===== config.mk =====
export PLATFORM = sky130hd
export DESIGN_NAME = pluck_envelope
export DESIGN_NICKNAME = d
export VERILOG_FILES = /design/src/rtl/pluck_envelope.sv
export SDC_FILE = /design/constraint.sdc
export NUM_CORES = 1
export LEC_CHECK = 0
export ABC_AREA = 1
export BUFFER_PORTS_ARGS = -buffer_cell sky130_fd_sc_hd__buf_2
export CAP_MARGIN = 0
export CORE_ASPECT_RATIO = 0.6
export CORE_UTILIZATION = 45
export CTS_CLUSTER_DIAMETER = 60
export DETAILED_ROUTE_END_ITERATION = 6
export PLACE_DENSITY_LB_ADDON = 0.25
export RECOVER_POWER = 25
export SYNTH_ARGS = -nofsm -noshare
export SYNTH_HDL_FRONTEND = slang
export SYNTH_SLANG_ARGS = --single-unit

===== constraint.sdc =====
create_clock -name clk -period 2.1 [get_ports clk]
set_clock_uncertainty 0.05 [all_clocks]
set_input_delay 0.21 -clock clk [delete_from_list [all_inputs] [get_ports clk]]
set_output_delay 0.21 -clock clk [all_outputs]
set_load 0.05 [all_outputs]

===== src/rtl/pluck_envelope.sv =====
// pluck_envelope: gates the speaker square wave with a PWM duty that follows a pluck attack/decay envelope
//   clk       system clock, rising edge
//   rst_n     asynchronous active-low reset
//   tone_in   square wave from the note/song mux
//   strike    one-cycle pulse that starts or retriggers the envelope
//   hold      freezes the envelope while decaying (sustain)
//   out       registered gated PWM audio
//   amplitude registered envelope value
//   busy      envelope active (not idle)
module pluck_envelope #(
    parameter int PWM_BITS    = 8,
    parameter int ATTACK_TICK = 1953,
    parameter int DECAY_TICK  = 195312
) (
    input  logic                clk,
    input  logic                rst_n,
    input  logic                tone_in,
    input  logic                strike,
    input  logic                hold,
    output logic                out,
    output logic [PWM_BITS-1:0] amplitude,
    output logic                busy
);
    localparam logic [PWM_BITS-1:0] AMAX    = '1;
    localparam logic [PWM_BITS-1:0] ONE     = PWM_BITS'(1);
    localparam logic [31:0]         ATK_LIM = 32'(ATTACK_TICK - 1);
    localparam logic [31:0]         DEC_LIM = 32'(DECAY_TICK - 1);
    typedef enum logic [1:0] {IDLE, ATTACK, DECAY} state_t;
    state_t              state, state_nx;
    logic [31:0]         tick_cnt, tick_nx;
    logic [PWM_BITS-1:0] amp_nx, pwm_cnt;
    logic                tone_r, run, tick;
    assign run  = state == ATTACK || (state == DECAY && !hold);
    assign tick = run && tick_cnt == (state == ATTACK ? ATK_LIM : DEC_LIM);
    assign busy = state != IDLE;
    // strike wins over a coincident tick and keeps the amplitude, so a retrigger never clicks
    always_comb begin
        state_nx = state;
        amp_nx   = amplitude;
        tick_nx  = run ? tick_cnt + 32'd1 : tick_cnt;
        if (strike) begin
            state_nx = ATTACK;
            tick_nx  = '0;
        end else if (state == IDLE) begin
            amp_nx = '0;
        end else if (tick) begin
            tick_nx = '0;
            if (state == ATTACK) begin
                if (amplitude < AMAX) amp_nx = amplitude + ONE;
                else state_nx = DECAY;
            end else if (amplitude <= ONE) begin
                amp_nx   = '0;
                state_nx = IDLE;
            end else begin
                amp_nx = amplitude - ONE;
            end
        end
    end
    always_ff @(posedge clk or negedge rst_n) begin
        if (!rst_n) begin
            state     <= IDLE;
            tick_cnt  <= '0;
            amplitude <= '0;
            pwm_cnt   <= '0;
            tone_r    <= 1'b0;
            out       <= 1'b0;
        end else begin
            state     <= state_nx;
            tick_cnt  <= tick_nx;
            amplitude <= amp_nx;
            pwm_cnt   <= pwm_cnt + ONE;
            tone_r    <= tone_in;
            out       <= tone_r & (pwm_cnt < amplitude);
        end
    end
endmodule


==> results.md <==
Cells and area:
- Across the whole layout, storage elements account for ~0.0013 mm2.
- Leaving out fill and tap cells, the most frequent cell in the layout is sky130_fd_sc_hd__nand2_1.
- The library cells used most frequently in the layout, excluding fill and tap cells, are 166 x sky130_fd_sc_hd__nand2_1, 97 x sky130_fd_sc_hd__nor2_1, 50 x sky130_fd_sc_hd__dfrtp_1.
- The net total in the final layout is about 580.
- Summing all multi-input logic gate instances after layout gives 0.00210 mm2.
- The post-route netlist has 10.9% of its cells at a drive strength greater than 1.
- Summing all non-filler instances in the final layout gives an area of 0.00407 mm2.
- Relative to the synthesized area, the layout overhead comes to 12.1%.
- The final cell count without fillers is around 660.
- The core utilization of the finished layout is 54.0%.
- The fill cell instance count of the final layout is 736.
- The repair_antennas step left the layout with diodes totalling 0.

Clock network:
- The depth of the CTS H-tree is 2.
- After clock tree synthesis, the clock-pin slew on the worst setup and hold paths is 0.07 ns.
- The CTS tree is built.
- For this design, the sink count on the clock tree is 52.
- The number of clock buffers inserted by TritonCTS is 5.
- The maximum clock insertion buffer count is 2.
- The cell chosen for the clock root is sky130_fd_sc_hd__clkbuf_16.
- The post-CTS repair timing setup buffer count is 0.
- The clock network latency to the later pin of the worst-skew pair is 0.30 ns.

Critical path:
- The data required time of the worst path is about 2.3 ns.
- The arrival time reported for the critical path endpoint is ~2.1 ns.
- The launching point of the worst reg2reg path is amplitude[1].
- Along the worst path, the maximum fanout reaches 6.
- The setup path with the least slack is of type flip-flop to flip-flop.
- In this run the worst setup path begins at amplitude[1].
- The endpoint of the most critical register-to-register path is amplitude[6].
- The kind of launch point of the worst setup path is a flip-flop.
- The capture point of the worst path is amplitude[6].
- The endpoint type of the worst setup path is a flip-flop.
- For the worst flop-to-flop path, the logic depth is 10.
- The flop-to-flop setup slack is 0.16 ns.

GRT:
- The via count of the first global-routing pass is 3198.
- The global-route wire length before repair is 16700 um.
- Entering global routing, the biggest net connects 27 pins.
- Across every metal layer, demand over resource in global routing totals 25.6%.
- The number of antenna violations at the first check in global routing is 0.
- The remaining global-route overflow is 0.

Power and ir drop:
- The portion of total power attributed to combinational logic is 28.8%.
- Internal power comes to between 1.5 and 2 mW.
- Dividing total power by cell area gives a power density of 712 mW/mm2.
- The worst-case IR drop observed on VDD is 0.329 mV.
- The share of total power dissipated in the clock network is 32.6%.
- For this design the total switching power over the nets is 1.04 mW.
- The total power after layout is 2.90 mW.
- In this run switching power makes up a little over a third of total power.
- The leakage power total is approximately 1.9 nW.
- The share of total power dissipated in sequential elements is 38.6%.

Floorplan:
- The top-level I/O count is 15.
- The horizontal die dimension is between 100 and 150 um.
- The floorplan step set the die height to 71.6 um.
- Once the floorplan was initialized, standard cells occupied 48.2% of the core.
- The total core area is 0.00754 mm2.
- The overall die area is between 0.008 and 0.009 mm2.
- Row generation in the floorplan step produced 24 rows.

Timing:
- Setup repair after global routing left no endpoint under its margin.
- The shortest clock period the worst path allows after layout is between 1.5 and 2 ns.
- The final critical path takes up 92.3% of the cycle.
- The final worst hold slack is 0.255 ns.
- Setup violations remaining at the end of the flow were counted as 0.
- Headroom to the max-slew limit came out at 51.3%.
- The final-report hold violation count is 0.
- The fmax is 516 MHz.
- The setup total negative slack is 0 ns.
- The final setup slack of the worst path is around 0.16 ns.
- The max-slew violation total from the final report is 0.
- At the pin with the least slew margin, the transition time is between 0.7 and 0.8 ns.

Yosys:
- After synthesis, the mean cell area works out to approximately 6.8 um2.
- Synthesis inferred 52 register bits.
- In this run the biggest area consumer among cell types represents 35.8% of the synthesized area.
- The unique cell type count in the Yosys netlist is 35.
- The share of the Yosys chip area taken by registers is between 30% and 40%.
- Synthesis produced a netlist with a net count of 549.
- The cell area that synthesis handed to floorplanning was 0.00363 mm2.
- Ranked by total cell area, the synthesized netlist is headed by sky130_fd_sc_hd__dfrtp_1 36%, sky130_fd_sc_hd__nand2_1 17%, sky130_fd_sc_hd__nor2_1 10%, sky130_fd_sc_hd__nand3_1 5.8%, sky130_fd_sc_hd__inv_1 5.0%.
- The number of warnings issued by yosys is 0.
- The synthesized netlist cell count is 532.
- The cell taking the most area after synthesis is sky130_fd_sc_hd__dfrtp_1.

Route:
- For this run, design rule violations remaining after detail routing come to 0.
- The routed wire length is 10200 um.
- In the routed layout, each cell is associated on average with a via count of 5.25.
- The count of nets left with antenna violations after detail routing is 0.
- The first detailed-routing pass took 5 iterations.
- Dividing the detail-routed wire length by the instance count gives 15.3 um.
- The detailed router's first-iteration violation count is 592.
- The total number of vias is 3478.

Placement:
- After detailed placement, the total cell area comes to 0.00386 mm2.
- The count of buffers from port buffering is 14.
- The worst setup timing slack at the placement stage is about 0.18 ns.
- The estimated wirelength of the detail-placed design is around 8000 um.
- The final weighted congestion in routability-driven placement is 1.00.
- Including well taps, the total number of placed cells is 653.

Status:
- The flow ran to the end, and the final reports show no timing, DRC or antenna violations.

Hold path:
- The worst min-delay path class is input pin to flip-flop.

Job:
- The max-capacitance violation count is 0.
-- cell usage after synthesis (all sizes together) --
| master | n |
|---|---|
| xnor2 | 6 |
| o21ai | 18 |
| nor4 | 2 |
| xor2 | 20 |
| inv | 52 |
| nor2 | 106 |
| clkbuf | 2 |
| o21a | 1 |
| nor3b | 1 |
| buf | 6 |
| a211oi | 1 |
| nand2 | 174 |
| a21boi | 1 |
| nor3 | 12 |
| dfrtp | 52 |
| and3 | 2 |
| ha | 12 |
| clkinv | 1 |
| nand3 | 44 |
| nand4 | 8 |
| a21oi | 11 |
-- power groups by stage --
stage / clock (mW) / combinational (mW) / sequential (mW)
global placement: 0 / 0.810 / 1.13
detailed placement: 0 / 0.800 / 1.13
finish: 0.944 / 0.834 / 1.12
floorplan: 0 / 0.475 / 1.21
global route: 0.995 / 0.930 / 1.13
CTS: 0.961 / 0.811 / 1.12
-- worst min path at each step --
stage,cells after the start,startpoint,end
after floorplan,0,rst_n,amplitude[0]
final,2,strike,tick_cnt[25]
after CTS,2,strike,tick_cnt[25]
after detailed placement,1,rst_n,tick_cnt[26]
after global routing,2,strike,tick_cnt[25]
after global placement,1,rst_n,tick_cnt[26]
-- logic make-up after synthesis --
family | count (synthesis) | synth area share (%)
fa+ha+maj | 12 | 4.14
simple gates | 349 | 42.1
flops | 52 | 35.8
buf+inv | 61 | 6.89
compound gates | 32 | 4.72
xor+xnor | 26 | 6.27
-- critical path: stages (launching register included) --
cell and delay (ns):
sky130_fd_sc_hd__dfrtp_1 0.44, sky130_fd_sc_hd__inv_1 0.17, sky130_fd_sc_hd__ha_1 0.23, sky130_fd_sc_hd__nand2_1 0.08
sky130_fd_sc_hd__nor2_1 0.17, sky130_fd_sc_hd__nand3_1 0.11, sky130_fd_sc_hd__nand2_1 0.07, sky130_fd_sc_hd__nand2_1 0.04
sky130_fd_sc_hd__o21ai_0 0.32, sky130_fd_sc_hd__nand3_1 0.13, sky130_fd_sc_hd__nand2_1 0.08
-- routing by layer --
metal	share of wire, %	GRT usage [%]	vias up
met1	52	41.6	1574
met5	0	0	-
met4	0.79	5.56	0
li1	-	-	1729
met2	36	31.8	166
met3	11	7.64	9
-- flip-flops by register name, indices dropped and copies added, names as in the netlist --
register   cells
amplitude      8
out            1
pwm_cnt        8
state          2
tick_cnt      32
tone_r         1
-- cell type report --
cell class	instances	area share [%]
inverter	53	4.89
clock buffer	5	3.07
multi-input combinational	419	51.5
clock inverter	3	1.05
timing repair buffer	27	4.24
sequential	52	32.0
tap	104	3.20
-- repair_timing --
| action | 4_1_cts | 5_1_grt |
|---|---|---|
| resized for setup | 0 | 5 |
| hold endpoints to repair | 25 | 0 |
| setup endpoints to repair | 0 | 3 |
| hold buffers | 2 | 0 |
No activity file was read; power rests on OpenSTA's default activity.
